### config.mk
export PLATFORM = sky130hd
export DESIGN_NAME = decode_stage_flat
export DESIGN_NICKNAME = d
export VERILOG_FILES = /design/src/rtl/params.sv /design/src/rtl/decode_stage_if.sv /design/src/rtl/decode_stage.sv /design/src/flat_wrapper.sv
export SDC_FILE = /design/constraint.sdc
export NUM_CORES = 1
export LEC_CHECK = 0
export BUFFER_PORTS_ARGS = -buffer_cell sky130_fd_sc_hd__buf_4
export CORE_ASPECT_RATIO = 0.9
export CORE_UTILIZATION = 45
export CTS_BUF_LIST = sky130_fd_sc_hd__clkbuf_2 sky130_fd_sc_hd__clkbuf_4 sky130_fd_sc_hd__clkbuf_8
export DETAILED_ROUTE_END_ITERATION = 16
export GPL_TIMING_DRIVEN = 0
export PLACE_DENSITY = 0.77
export SLEW_MARGIN = 20
export SYNTH_ARGS = -nofsm -noshare
export SYNTH_HDL_FRONTEND = slang
export SYNTH_SLANG_ARGS = --single-unit
export TNS_END_PERCENT = 1
### constraint.sdc
create_clock -name clk -period 2.69 [get_ports clk]
set_clock_uncertainty 0.2 [all_clocks]
set_input_delay 0.538 -clock clk [delete_from_list [all_inputs] [get_ports clk]]
set_output_delay 0.538 -clock clk [all_outputs]
set_load 0.05 [all_outputs]
### src/rtl/params.sv
// Core-wide parameters and the ALU operation encoding shared by decode and execute.
package params_pkg;

  localparam int WORD_SIZE = 32;

  typedef enum logic [3:0] {
    ALU_ADD  = 4'd0,
    ALU_SUB  = 4'd1,
    ALU_SLL  = 4'd2,
    ALU_SLT  = 4'd3,
    ALU_SLTU = 4'd4,
    ALU_XOR  = 4'd5,
    ALU_SRL  = 4'd6,
    ALU_SRA  = 4'd7,
    ALU_OR   = 4'd8,
    ALU_AND  = 4'd9
  } alu_op_t;

endpackage

### src/rtl/decode_stage_if.sv
// Fetch-to-decode and decode-to-execute handshake bundle for decode_stage.
// The master modport is the surrounding pipeline; the slave modport is the decode stage.
interface decode_stage_if #(
  parameter int WORD_SIZE = params_pkg::WORD_SIZE
);

  logic                   flush;
  logic                   in_valid;
  logic                   in_ready;
  logic [31:0]            in_instr;
  logic [WORD_SIZE-1:0]   in_pc;

  logic                   out_valid;
  logic                   out_ready;
  params_pkg::alu_op_t    out_alu_op;
  logic [4:0]             out_rs1_addr;
  logic [4:0]             out_rs2_addr;
  logic [4:0]             out_rd_addr;
  logic                   out_rd_we;
  logic [WORD_SIZE-1:0]   out_imm;
  logic                   out_use_imm;
  logic                   out_use_pc;
  logic                   out_illegal;
  logic [WORD_SIZE-1:0]   out_pc;

  modport master (
    output flush, in_valid, in_instr, in_pc, out_ready,
    input  in_ready, out_valid, out_alu_op, out_rs1_addr, out_rs2_addr,
           out_rd_addr, out_rd_we, out_imm, out_use_imm, out_use_pc,
           out_illegal, out_pc
  );

  modport slave (
    input  flush, in_valid, in_instr, in_pc, out_ready,
    output in_ready, out_valid, out_alu_op, out_rs1_addr, out_rs2_addr,
           out_rd_addr, out_rd_we, out_imm, out_use_imm, out_use_pc,
           out_illegal, out_pc
  );

endinterface

### src/rtl/decode_stage.sv
// RV32I decode stage for OP, OP-IMM, LUI and AUIPC with a registered valid/ready output.
// Define DECODE_SKID_BUF_EN to add a one-entry skid register that makes in_ready a pure flop.
module decode_stage #(
  parameter int WORD_SIZE = params_pkg::WORD_SIZE
) (
  input  logic           clk,
  input  logic           rst,
  decode_stage_if.slave  bus
);

  import params_pkg::*;

  localparam logic [6:0] OPC_OP     = 7'b0110011;
  localparam logic [6:0] OPC_OP_IMM = 7'b0010011;
  localparam logic [6:0] OPC_LUI    = 7'b0110111;
  localparam logic [6:0] OPC_AUIPC  = 7'b0010111;
  localparam logic [6:0] F7_BASE    = 7'b0000000;
  localparam logic [6:0] F7_ALT     = 7'b0100000;

  typedef struct packed {
    alu_op_t                alu_op;
    logic [4:0]             rs1;
    logic [4:0]             rs2;
    logic [4:0]             rd;
    logic                   rd_we;
    logic [WORD_SIZE-1:0]   imm;
    logic                   use_imm;
    logic                   use_pc;
    logic                   illegal;
    logic [WORD_SIZE-1:0]   pc;
  } dec_t;

  function automatic dec_t reset_value();
    dec_t r;
    r        = '0;
    r.alu_op = ALU_ADD;
    return r;
  endfunction

  logic [6:0]  opcode;
  logic [2:0]  funct3;
  logic [6:0]  funct7;
  alu_op_t     base_op;
  alu_op_t     op_sel;
  logic        legal;
  logic        use_imm;
  logic        use_pc;
  logic        rs1_zero;
  logic [31:0] imm32;
  dec_t        dec;
  dec_t        out_reg;
  logic        out_valid;
  logic        accept;

  // Combinational decode of the offered instruction word.
  always_comb begin
    opcode   = bus.in_instr[6:0];
    funct3   = bus.in_instr[14:12];
    funct7   = bus.in_instr[31:25];
    op_sel   = ALU_ADD;
    legal    = 1'b0;
    use_imm  = 1'b0;
    use_pc   = 1'b0;
    rs1_zero = 1'b0;
    imm32    = 32'd0;

    case (funct3)
      3'b000:  base_op = ALU_ADD;
      3'b001:  base_op = ALU_SLL;
      3'b010:  base_op = ALU_SLT;
      3'b011:  base_op = ALU_SLTU;
      3'b100:  base_op = ALU_XOR;
      3'b101:  base_op = ALU_SRL;
      3'b110:  base_op = ALU_OR;
      3'b111:  base_op = ALU_AND;
      default: base_op = ALU_ADD;
    endcase

    case (opcode)
      OPC_OP: begin
        if (funct7 == F7_BASE) begin
          legal  = 1'b1;
          op_sel = base_op;
        end else if ((funct7 == F7_ALT) && (funct3 == 3'b000)) begin
          legal  = 1'b1;
          op_sel = ALU_SUB;
        end else if ((funct7 == F7_ALT) && (funct3 == 3'b101)) begin
          legal  = 1'b1;
          op_sel = ALU_SRA;
        end else begin
          legal  = 1'b0;
          op_sel = ALU_ADD;
        end
      end
      OPC_OP_IMM: begin
        use_imm = 1'b1;
        // Shift-immediates carry a shamt and reuse funct7 as a qualifier.
        if (funct3 == 3'b001) begin
          legal  = (funct7 == F7_BASE);
          op_sel = ALU_SLL;
          imm32  = {27'd0, bus.in_instr[24:20]};
        end else if (funct3 == 3'b101) begin
          if (funct7 == F7_BASE) begin
            legal  = 1'b1;
            op_sel = ALU_SRL;
          end else if (funct7 == F7_ALT) begin
            legal  = 1'b1;
            op_sel = ALU_SRA;
          end else begin
            legal  = 1'b0;
            op_sel = ALU_ADD;
          end
          imm32 = {27'd0, bus.in_instr[24:20]};
        end else begin
          legal  = 1'b1;
          op_sel = base_op;
          imm32  = {{20{bus.in_instr[31]}}, bus.in_instr[31:20]};
        end
      end
      OPC_LUI: begin
        legal    = 1'b1;
        use_imm  = 1'b1;
        rs1_zero = 1'b1;
        imm32    = {bus.in_instr[31:12], 12'd0};
      end
      OPC_AUIPC: begin
        legal   = 1'b1;
        use_imm = 1'b1;
        use_pc  = 1'b1;
        imm32   = {bus.in_instr[31:12], 12'd0};
      end
      default: begin
        legal = 1'b0;
      end
    endcase

    dec         = reset_value();
    dec.rs1     = rs1_zero ? 5'd0 : bus.in_instr[19:15];
    dec.rs2     = bus.in_instr[24:20];
    dec.rd      = bus.in_instr[11:7];
    dec.pc      = bus.in_pc;
    dec.illegal = !legal;
    dec.rd_we   = legal && (bus.in_instr[11:7] != 5'd0);
    if (legal) begin
      dec.alu_op  = op_sel;
      dec.imm     = WORD_SIZE'($signed(imm32));
      dec.use_imm = use_imm;
      dec.use_pc  = use_pc;
    end else begin
      dec.alu_op  = ALU_ADD;
      dec.imm     = '0;
      dec.use_imm = 1'b0;
      dec.use_pc  = 1'b0;
    end
  end

`ifdef DECODE_SKID_BUF_EN

  dec_t skid_reg;
  logic skid_valid;
  logic in_ready_reg;
  logic load_out;

  assign bus.in_ready = in_ready_reg;
  assign accept       = bus.in_valid && in_ready_reg;
  assign load_out     = !out_valid || bus.out_ready;

  // Output register backed by one skid entry; in_ready mirrors the skid being empty.
  always_ff @(posedge clk) begin
    if (rst) begin
      out_valid    <= 1'b0;
      out_reg      <= reset_value();
      skid_valid   <= 1'b0;
      skid_reg     <= reset_value();
      in_ready_reg <= 1'b1;
    end else if (bus.flush) begin
      out_valid    <= 1'b0;
      skid_valid   <= 1'b0;
      in_ready_reg <= 1'b1;
    end else if (load_out) begin
      if (skid_valid) begin
        out_reg      <= skid_reg;
        out_valid    <= 1'b1;
        skid_valid   <= 1'b0;
        in_ready_reg <= 1'b1;
      end else if (accept) begin
        out_reg   <= dec;
        out_valid <= 1'b1;
      end else begin
        out_valid <= 1'b0;
      end
    end else if (accept) begin
      skid_reg     <= dec;
      skid_valid   <= 1'b1;
      in_ready_reg <= 1'b0;
    end
  end

`else

  assign bus.in_ready = !out_valid || bus.out_ready;
  assign accept       = bus.in_valid && bus.in_ready;

  // Single output register; a new word loads whenever the slot is free or draining.
  always_ff @(posedge clk) begin
    if (rst) begin
      out_valid <= 1'b0;
      out_reg   <= reset_value();
    end else if (bus.flush) begin
      out_valid <= 1'b0;
    end else if (accept) begin
      out_valid <= 1'b1;
      out_reg   <= dec;
    end else if (bus.out_ready) begin
      out_valid <= 1'b0;
    end
  end

`endif

  assign bus.out_valid    = out_valid;
  assign bus.out_alu_op   = out_reg.alu_op;
  assign bus.out_rs1_addr = out_reg.rs1;
  assign bus.out_rs2_addr = out_reg.rs2;
  assign bus.out_rd_addr  = out_reg.rd;
  assign bus.out_rd_we    = out_reg.rd_we;
  assign bus.out_imm      = out_reg.imm;
  assign bus.out_use_imm  = out_reg.use_imm;
  assign bus.out_use_pc   = out_reg.use_pc;
  assign bus.out_illegal  = out_reg.illegal;
  assign bus.out_pc       = out_reg.pc;

endmodule

### src/flat_wrapper.sv
// flat-port wrapper written by rule: the top's interface ports become plain ports
module decode_stage_flat import params_pkg::*;
#(
  parameter int WORD_SIZE = params_pkg::WORD_SIZE
)
  (clk, rst, bus_flush, bus_in_valid, bus_in_instr, bus_in_pc, bus_out_ready, bus_in_ready, bus_out_valid, bus_out_alu_op, bus_out_rs1_addr, bus_out_rs2_addr, bus_out_rd_addr, bus_out_rd_we, bus_out_imm, bus_out_use_imm, bus_out_use_pc, bus_out_illegal, bus_out_pc);
  decode_stage_if #(.WORD_SIZE(WORD_SIZE)) bus_i ();
  input  logic clk;
  input  logic rst;
  input wire logic [$bits(bus_i.flush)-1:0] bus_flush;
  input wire logic [$bits(bus_i.in_valid)-1:0] bus_in_valid;
  input wire logic [$bits(bus_i.in_instr)-1:0] bus_in_instr;
  input wire logic [$bits(bus_i.in_pc)-1:0] bus_in_pc;
  input wire logic [$bits(bus_i.out_ready)-1:0] bus_out_ready;
  output wire logic [$bits(bus_i.in_ready)-1:0] bus_in_ready;
  output wire logic [$bits(bus_i.out_valid)-1:0] bus_out_valid;
  output wire logic [$bits(bus_i.out_alu_op)-1:0] bus_out_alu_op;
  output wire logic [$bits(bus_i.out_rs1_addr)-1:0] bus_out_rs1_addr;
  output wire logic [$bits(bus_i.out_rs2_addr)-1:0] bus_out_rs2_addr;
  output wire logic [$bits(bus_i.out_rd_addr)-1:0] bus_out_rd_addr;
  output wire logic [$bits(bus_i.out_rd_we)-1:0] bus_out_rd_we;
  output wire logic [$bits(bus_i.out_imm)-1:0] bus_out_imm;
  output wire logic [$bits(bus_i.out_use_imm)-1:0] bus_out_use_imm;
  output wire logic [$bits(bus_i.out_use_pc)-1:0] bus_out_use_pc;
  output wire logic [$bits(bus_i.out_illegal)-1:0] bus_out_illegal;
  output wire logic [$bits(bus_i.out_pc)-1:0] bus_out_pc;
  assign bus_i.flush = bus_flush;
  assign bus_i.in_valid = bus_in_valid;
  assign bus_i.in_instr = bus_in_instr;
  assign bus_i.in_pc = bus_in_pc;
  assign bus_i.out_ready = bus_out_ready;
  assign bus_in_ready = bus_i.in_ready;
  assign bus_out_valid = bus_i.out_valid;
  assign bus_out_alu_op = bus_i.out_alu_op;
  assign bus_out_rs1_addr = bus_i.out_rs1_addr;
  assign bus_out_rs2_addr = bus_i.out_rs2_addr;
  assign bus_out_rd_addr = bus_i.out_rd_addr;
  assign bus_out_rd_we = bus_i.out_rd_we;
  assign bus_out_imm = bus_i.out_imm;
  assign bus_out_use_imm = bus_i.out_use_imm;
  assign bus_out_use_pc = bus_i.out_use_pc;
  assign bus_out_illegal = bus_i.out_illegal;
  assign bus_out_pc = bus_i.out_pc;
  decode_stage #(.WORD_SIZE(WORD_SIZE)) u_core (.clk(clk), .rst(rst), .bus(bus_i));
endmodule
==> run metrics, run 1 <==
Worst EP arrival 2.35 ns; design area 4990 um^2; starting DRC count in detailed routing 239; Synthesized Nets 503; post-cts sizing count 0; CTS Buf Count 9; Final ANT Viol Nets 0; clock latency on the worst-skew pair 0.35 ns; CTS tree built; status finished clean; Mapped Area 3510 um^2; Avg Vias per Cell 5.17; Post-DP HPWL 7790 um; Clock transition at path regs 0.09 ns; Post-synth EDFFs 0; remaining global-route overflow 0; Rows 30; Hold Buf Count CTS 0; maximum clock insertion buffer count 2; # diodes 0; Ports 158; Port Buffers 156; Critical Path End Type flop; cell count after placement 682; GRT Total Usage 25.0%; Placed Area 4800 um^2; Max Cap Viol 0; 1st-pass router iterations 5; Post-synth top flop dfxtp_1; RSZ-0062 raised after global routing false; WL final 10200 um; post-synth top area cell dfxtp_1; die area 8150 um^2; TNS Setup 0 ns; endpoints failing setup 0; post-synth cell types 45; vias in the first global route 3239; via count 3610; root buffer cell clkbuf_8; Core Region 7540 um^2; Post-Synthesis Cells 430; count leader, synth nand2_1; number of synthesized register bits 88; maximum operating frequency 442 MHz; ranking of synthesized cells by area dfxtp_1 (50%), nand2_1 (12%), a21oi_1 (11%); largest net degree at the start of global routing 17; final hold violation count 0; postcts setup bufs 0; CP Max Fanout 10; slew margin rel. 63.8%; area grow syn2layout 42.2%; antenna violations before repair 0; post-route minimum period 2.26 ns; Final nets 670; Final Max Slew Viols 0; share of cells above drive strength 1 31.4%; Die H 85.8 um; Die Wd 95.1 um; Crit path required time 2.77 ns; post-synthesis sequential area ratio 50.2%; top-area cell type share of the netlist area 50.2%; PwrDens 536 nW/um^2; Worst Hold Class input pin to flop; Startpoint Class flop; first-pass GRT wire length 16000 um; period utilisation layout 84.1%; final core utilization 66.1%; Filler cells 668; WL/cell 14.6 um; DRC viols 0; initial core utilization 46.5%; WS Path Type flop to flop; Max VDD drop 0.315 mV; gpl congestion 0.919; Lkg Pwr 0.00217 uW; fin cells 698; Syn Area/Cell 8.16 um^2; Synth top cells by count nand2_1 (111), dfxtp_1 (88), a21oi_1 (76), clkbuf_1 (22), o21ai_0 (16); Yosys warnings 0; Async SR Flop Fraction 0%; Worst-Margin Slew 0.544 ns; H-tree depth 3; clock sink total 88
## cells in the final DEF (no fill, tap or decap), types with 2 or more instances in the layout
| cell type | n |
|---|---|
| ha_1 | 4 |
| a21o_1 | 2 |
| nand3_1 | 14 |
| o31ai_1 | 3 |
| nor2_1 | 11 |
| o21ai_1 | 7 |
| clkinvlp_4 | 2 |
| clkbuf_8 | 10 |
| nor3_1 | 5 |
| a221oi_1 | 2 |
| a21oi_1 | 76 |
| clkbuf_1 | 22 |
| o21ai_0 | 16 |
| inv_6 | 3 |
| nor2b_1 | 2 |
| buf_1 | 4 |
| nand3b_1 | 2 |
| a22o_1 | 6 |
| nand2b_1 | 4 |
| buf_4 | 156 |
| or2_2 | 2 |
| nand2_1 | 111 |
| dfxtp_1 | 88 |
| buf_2 | 5 |
| or3_1 | 3 |
| inv_1 | 5 |
| and3_1 | 14 |
## registers in the layout, indices dropped and copies added (netlist names)
register and count:
u_core.bus.out_alu_op 4, u_core.bus.out_illegal 1, u_core.bus.out_imm 32, u_core.bus.out_pc 32
u_core.bus.out_rd_addr 5, u_core.bus.out_rd_we 1, u_core.bus.out_rs1_addr 5, u_core.bus.out_rs2_addr 5
u_core.bus.out_use_imm 1, u_core.bus.out_use_pc 1, u_core.bus.out_valid 1
## cell type report
type	instances	area, um^2	share of cell area, %
well taps	96	120	2.41
clock buffers	10	138	2.76
repair buffers	156	1170	23.5
multi-input cells	305	1600	32.1
flip-flops and latches	88	1760	35.3
inverters	6	22.5	0.452
clock inverters	6	50.0	1.00
plain buffers	31	123	2.46
## per-layer routing
layer  vias up  share of wire [%]  global-route usage (%)
met1      1647                 46                    35.4
met3        19                7.2                    5.14
li1       1800                  -                       -
met2       144                 45                    37.6
met5         -                  0                       0
met4         0                2.1                    8.95
## where the power goes
| group | internal (uW) | total (uW) | switching [uW] |
|---|---|---|---|
| Sequential | 1340 | 1360 | 18.2 |
| Combinational | 158 | 444 | 286 |
| Clock | 372 | 872 | 500 |
| Total | 1870 | 2670 | 804 |
## logic make-up after synthesis
logic type / after synthesis / share of synthesized area, %
compound gates: 121 / 20.2
fa+ha+maj: 4 / 1.43
buf+inv: 37 / 4.14
flops: 88 / 50.2
mux: 1 / 0.285
simple gates: 179 / 23.8
## critical path, cell delays in order, from the launching register on
cell and delay, ns:
dfxtp_1 0.32, nor2b_1 0.18, nor3b_4 0.37, clkbuf_1 0.46
clkbuf_1 0.42, nand2_1 0.10, a21oi_1 0.15
## stage by stage
step / hold WS, ns / total power, uW / setup slack (ns)
6_report: 0.183 / 2670 / 0.429
5_1_grt: 0.179 / 2780 / 0.225
2_1_floorplan: 0.417 / 1640 / 0.371
3_3_place_gp: 0.240 / 1820 / 0.209
4_1_cts: 0.175 / 2680 / 0.418
3_5_place_dp: 0.245 / 1830 / 0.138
## worst paths after layout
path / from / to / slack (ns) / depth (start not counted)
setup / recovery: u_core.bus.out_valid$_SDFFE_PP0P_ / u_core.bus.out_rd_addr[1]$_SDFFE_PP0P_ / 0.43 / 6
hold / removal: bus_flush / u_core.bus.out_valid$_SDFFE_PP0P_ / 0.18 / 2
setup reg to reg: u_core.bus.out_valid$_SDFFE_PP0P_ / u_core.bus.out_rd_addr[1]$_SDFFE_PP0P_ / 0.43 / 6
hold reg to reg: u_core.bus.out_imm[12]$_SDFFE_PP0P_ / u_core.bus.out_imm[12]$_SDFFE_PP0P_ / 0.25 / 2
Power figures use the tool's default switching activity.
==> run 2, diff against run 1 <==
- CORE_UTILIZATION: 45 -> 44
- PLACE_DENSITY: 0.77 -> 0.79
- clock period: 2.69 -> 1.8 ns (I/O delays scaled with it)
==> run 2 against run 1 <==
Effect of this change: the run now ends with setup timing left; setup slack worse by 0.54 ns; utilization increased by 1.7 points; combinational power rose by 58%; critical path depth is the same; wire length rose by 6.4%; die area is 2.2% higher; total power is 54% higher; sequential power up 49%; global-route usage is 0.41 points higher; critical endpoint is now u_core.bus.out_alu_op[2]$_SDFFE_PP0P_.
==> run metrics, run 2 (synthesized netlist as in run 1, its figures left out) <==
status complete, but fails checks; failing checks setup timing; CTS tree built; Final ANT Viol Nets 0 (unchanged); CP Max Fanout 4 (-6); Crit path required time 1.88 ns (-0.89 ns); commonest cells after routing, fill and taps aside buf_4 (160), nand2_1 (111), dfxtp_1 (87); vias in the first global route 3359 (+3.7%); # diodes 0 (unchanged); PwrDens 797 nW/um^2 (+49%); Clock transition at path regs 0.09 ns (about the same); GRT Total Usage 25.5% (+0.41 points); period utilisation layout 106%; slew margin rel. 62.5% (-1.3 points); Max Cap Viol 0 (unchanged); remaining global-route overflow 0 (unchanged); WL final 10800 um (+6.4%); pre-CTS setup slack -0.576 ns (-0.715 ns); root buffer cell clkbuf_8; Rows 30 (unchanged); Final nets 675 (+0.75%); Worst-Margin Slew 0.563 ns (+0.0193 ns); WS Path Type input pin to flop; area grow syn2layout 47.3%; Port Buffers 156 (unchanged); Lkg Pwr 0.00227 uW (+4.9%); share of cells above drive strength 1 35.6% (+4.2 points); die area 8340 um^2 (+2.2%); clock latency on the worst-skew pair 0.34 ns (about the same); Worst EP arrival 1.99 ns (-0.36 ns); maximum operating frequency 523 MHz; Die Wd 96.1 um (+1.1%); Avg Vias per Cell 5.29 (+2.2%); clock sink total 88 (unchanged); flop-to-flop setup slack -0.06 ns (-0.49 ns); Ports 158 (unchanged); final hold violation count 0 (unchanged); CTS Buf Count 9 (unchanged); maximum clock insertion buffer count 2 (unchanged); H-tree depth 3 (unchanged); starting DRC count in detailed routing 196 (-18%); Post-DP HPWL 8120 um (+4.2%); Die H 86.7 um (+1.1%); Worst Hold Class input pin to flop; Critical Path End Type flop; post-route minimum period 1.91 ns; final core utilization 67.8% (+1.7 points); Max VDD drop 0.470 mV (+49%); largest net degree at the start of global routing 17 (unchanged); TNS Setup -1.16 ns (-1.16 ns); cell count after placement 682 (unchanged); Core Region 7620 um^2 (+0.99%); antenna violations before repair 0 (unchanged); 1st-pass router iterations 5 (unchanged); Startpoint Class input pin; first-pass GRT wire length 16300 um (+1.9%); fin cells 703 (+0.72%); via count 3717 (+3.0%); initial core utilization 46.0% (-0.46 points); Final Max Slew Viols 0 (unchanged); RSZ-0062 raised after global routing true; gpl congestion 0.875 (-4.7%); endpoints failing setup 45 (+45); setup ws final -0.111 ns (-0.540 ns); DRC viols 0 (unchanged); WL/cell 15.4 um (+5.6%); commonest non-fill, non-tap cell in the layout buf_4
run 2: changes by cell type in the layout (fill, tap and decap cells not counted), sizes merged:
| cell | delta |
|---|---|
| buf | +5 |
| bufinv | +1 |
| clkbuf | -2 |
| clkinv | +2 |
| clkinvlp | -1 |
| dlygate4sd3 | +1 |
| inv | -1 |
run 2: report_power, final:
part / leakage [uW] / switching, uW / internal, uW
logic: 0.00146 / 443 / 260
clock network: 0.000100 / 734 / 654
registers: 0.000715 / 28.2 / 2000
run 2: final cells by class:
class                      count  area (um^2)
sequential                    88         1760
buffer                        30          175
tap                           96          120
timing repair buffer         162         1230
inverter                       6         25.0
clock buffer                   9          124
clock inverter                 7         77.6
multi-input combinational    305         1650
fill                         679         2450
run 2: critical path, cell delays in order:
cell and delay (ns):
buf_4 0.12, or4_4 0.56, a311oi_4 0.35, o2111ai_2 0.24
o21bai_1 0.23, a21oi_1 0.12
run 2: path summary, 6_finish.rpt:
kind                                           end  cells after the start                                start
min             u_core.bus.out_pc[30]$_SDFFE_PP0P_                      3                        bus_in_pc[30]
max reg2reg     u_core.bus.out_imm[8]$_SDFFE_PP0P_                      6    u_core.bus.out_valid$_SDFFE_PP0P_
max          u_core.bus.out_alu_op[2]$_SDFFE_PP0P_                      6                     bus_in_instr[26]
min reg2reg    u_core.bus.out_imm[12]$_SDFFE_PP0P_                      2  u_core.bus.out_imm[12]$_SDFFE_PP0P_
run 2: layer usage:
| layer | up-vias | GRT usage (%) | part of all wire [%] |
|---|---|---|---|
| met3 | 27 | 4.47 | 7.7 |
| met1 | 1711 | 34.2 | 43 |
| li1 | 1818 | - | - |
| met4 | 0 | 9.09 | 2.2 |
| met2 | 161 | 40.9 | 47 |
| met5 | - | 0 | 0 |
run 2: stage by stage:
step	area (um^2)	hold WS, ns	total power (uW)
after floorplan	3530	0.232	2450
after global placement	4820	0.242	2730
after detailed placement	4820	0.248	2740
after CTS	5130	0.0373	4120
after global routing	5170	0.0319	4290
final	5170	0.0456	4120
run 2: repair_timing:
item	4_1_cts	5_1_grt
gates resized for setup	30	12
setup buffers	3	2
endpoints found under the hold margin	1	0
endpoints found under the setup margin	79	85
pin swaps	9	11
hold buffers	1	0
==> run 3, diff against run 2 <==
- TNS_END_PERCENT: 1 -> not set
==> run 3 against run 2 <==
Effect of this change: the flow still finishes with violations (setup timing); clock power grew 14%; sequential share of layout area decreased by 2.9 points; non-clock buffer count up 15; utilization increased by 6.4 points; wire length increased by 7.6%; via count grew 1.9%; register-to-register slack got worse by 0.03 ns; sequential cell count stayed put; clock-buffer cell count increased by 1; total power rose by 7.2%; maximum frequency hardly changed; critical endpoint is now u_core.bus.out_illegal$_SDFFE_PP0P_; largest cell class is now multi-input combinational cells; largest power group unchanged.
==> run metrics, run 3 (synthesized netlist as in run 1, its figures left out) <==
Core Region 7620 um^2 (unchanged); Avg Vias per Cell 5.28 (-0.19%); antenna violations before repair 0 (unchanged); Critical Path End Type flop; final hold violation count 0 (unchanged); Lkg Pwr 0.00247 uW (+8.5%); Reg-to-Reg End u_core.bus.out_imm[7]$_SDFFE_PP0P_; share of cells above drive strength 1 41.8% (+6.2 points); first-pass GRT wire length 16900 um (+3.9%); flop-to-flop setup slack -0.09 ns (-0.03 ns); Reg2Reg Launch Point u_core.bus.out_valid$_SDFFE_PP0P_; Final Max Slew Viols 0 (unchanged); register share of total power 45.9% (-3.3 points); Crit path required time 1.81 ns (-0.07 ns); design area 5660 um^2 (+9.5%); CP Max Fanout 4 (unchanged); RSZ-0062 raised after global routing true; largest net degree at the start of global routing 17 (unchanged); Worst Hold Class input pin to flop; starting DRC count in detailed routing 173 (-12%); Ports 158 (unchanged); Filler cells 582 (-14%); Placed Area 4850 um^2 (+0.62%); WHS 0.0192 ns (-0.0264 ns); Worst EP arrival 1.92 ns (-0.07 ns); reg2reg path depth 6 (unchanged); period utilisation layout 106% (about the same); internal power 3160 uW (+8.6%); slew margin rel. 49.5% (-13 points); CTS tree built; initial core utilization 46.0% (unchanged); Rows 30 (unchanged); setup ws final -0.109 ns (+0.00176 ns); remaining global-route overflow 0 (unchanged); endpoints failing setup 12 (-73%); area grow syn2layout 61.2%; clock sink total 88 (unchanged); total power 4420 uW (+7.2%); Final ANT Viol Nets 0 (unchanged); Worst-Margin Slew 0.757 ns (+0.194 ns); status complete, but fails checks; Die H 86.7 um (unchanged); Min-Delay Startpoint bus_in_instr[25]; Max VDD drop 0.722 mV (+54%); Clk network pwr share 35.8% (+2.1 points); NetSw 1250 uW (+3.9%); PwrDens 781 nW/um^2 (-2.0%); WL final 11600 um (+7.6%); Hold Path Stages 2 (-1); combinational power share 18.3% (+1.2 points); commonest non-fill, non-tap cell in the layout buf_4; Worst path slowest cell or4_4; post-route minimum period 1.91 ns (-0.00176 ns); Startpoint Class input pin; WS Path Type input pin to flop; H-tree depth 3 (unchanged); Post-DP HPWL 8190 um (+0.88%); Hold Path End u_core.bus.out_imm[5]$_SDFFE_PP0P_; Port Buffers 156 (unchanged); critical-path cell list buf_8, or4_4, a311oi_4, buf_4, nor3_4, nor3_2, nor3_2; Max Cap Viol 0 (unchanged); gpl congestion 0.910 (+4.0%); Clock transition at path regs 0.09 ns (about the same); die area 8340 um^2 (unchanged); maximum operating frequency 524 MHz (about the same); root buffer cell clkbuf_8; Die Wd 96.1 um (unchanged); CP max stage delay 0.55 ns (about the same); 1st-pass router iterations 4 (-1); vias in the first global route 3436 (+2.3%); clock latency on the worst-skew pair 0.36 ns (+0.02 ns); # diodes 0 (unchanged); failing checks setup timing; maximum clock insertion buffer count 2 (unchanged); switching portion of total power 28.4% (-0.90 points); via count 3789 (+1.9%); final core utilization 74.2% (+6.4 points); DRC viols 0 (unchanged); Final nets 690 (+2.2%); CTS Buf Count 9 (unchanged); most frequent CP cell nor3_2; WL/cell 16.2 um (+5.4%); commonest cells after routing, fill and taps aside buf_4 (168), nand2_1 (104), dfxtp_1 (87); GRT Total Usage 26.7% (+1.2 points)
## run 3: cell count changes in the layout (fill, tap and decap cells not counted), moves of 7 or more
cell | previous run | this run
buf_6 | 1 | 11
buf_8 | 0 | 7
a21oi_1 | 76 | 69
buf_4 | 160 | 168
a21oi_2 | 0 | 7
nand2_1 | 111 | 104
## run 3: timing repair
item,CTS,global route
setup buffers,4,11
resized for setup,27,94
pin swaps,9,33
hold endpoints to repair,1,1
endpoints found under the setup margin,81,76
gates cloned,0,4
hold buffers,1,1
## run 3: routing by layer
| layer | vias to the layer above | wire length (um) | track usage [%] |
|---|---|---|---|
| met5 | - | 0 | 0 |
| met4 | 0 | 176 | 8.28 |
| met3 | 12 | 760 | 7.72 |
| met2 | 136 | 5710 | 41.7 |
| met1 | 1792 | 5000 | 35.4 |
| li1 | 1849 | - | - |
## run 3: worst max-delay path by stage
stage	startpoint	end	slack [ns]	depth (start not counted)
final	bus_in_instr[27]	u_core.bus.out_illegal$_SDFFE_PP0P_	-0.11	7
after global routing	u_core.bus.out_valid$_SDFFE_PP0P_	u_core.bus.out_alu_op[0]$_SDFFE_PP0P_	-0.18	8
after CTS	u_core.bus.out_valid$_SDFFE_PP0P_	u_core.bus.out_imm[7]$_SDFFE_PP0P_	-0.11	6
after detailed placement	bus_in_instr[13]	u_core.bus.out_imm[26]$_SDFFE_PP0P_	-0.47	9
after global placement	bus_in_instr[13]	u_core.bus.out_alu_op[2]$_SDFFE_PP0P_	-0.44	8
after floorplan	u_core.bus.out_valid$_SDFFE_PP0P_	u_core.bus.out_imm[10]$_SDFFE_PP0P_	-0.13	7
## run 3: worst max-delay path: cells and delay by family
kind	cells	cell delay [ns]
buffers and inverters	2	0.29
AO/OA/AOI/OAI	1	0.38
AND/OR/NAND/NOR	4	0.89
## run 3: metrics by stage
| step | std cells | setup TNS [ns] | worst slack [ns] |
|---|---|---|---|
| after detailed placement | 682 | -27.80 | -0.470 |
| after global routing | 718 | -2.15 | -0.179 |
| final | 718 | -0.816 | -0.109 |
| after global placement | 682 | -25.51 | -0.437 |
| after floorplan | 430 | -0.954 | -0.132 |
| after CTS | 702 | -0.651 | -0.110 |
## run 3: cell type report
| class | instances | area (um^2) | area share, % |
|---|---|---|---|
| Sequential cell | 88 | 1770 | 31.2 |
| Clock buffer | 10 | 138 | 2.43 |
| Tap cell | 96 | 120 | 2.12 |
| Inverter | 6 | 25.0 | 0.442 |
| Timing Repair Buffer | 177 | 1420 | 25.2 |
| Buffer | 30 | 264 | 4.67 |
| Multi-Input combinational cell | 305 | 1820 | 32.2 |
| Clock inverter | 6 | 97.6 | 1.73 |
## run 3: power groups by stage
stage / registers (uW) / clock network (uW) / logic, uW
4_1_cts: 2020 / 1620 / 705
2_1_floorplan: 2250 / 0 / 204
5_1_grt: 2030 / 1700 / 855
3_3_place_gp: 2070 / 0 / 667
3_5_place_dp: 2070 / 0 / 675
6_report: 2030 / 1580 / 807
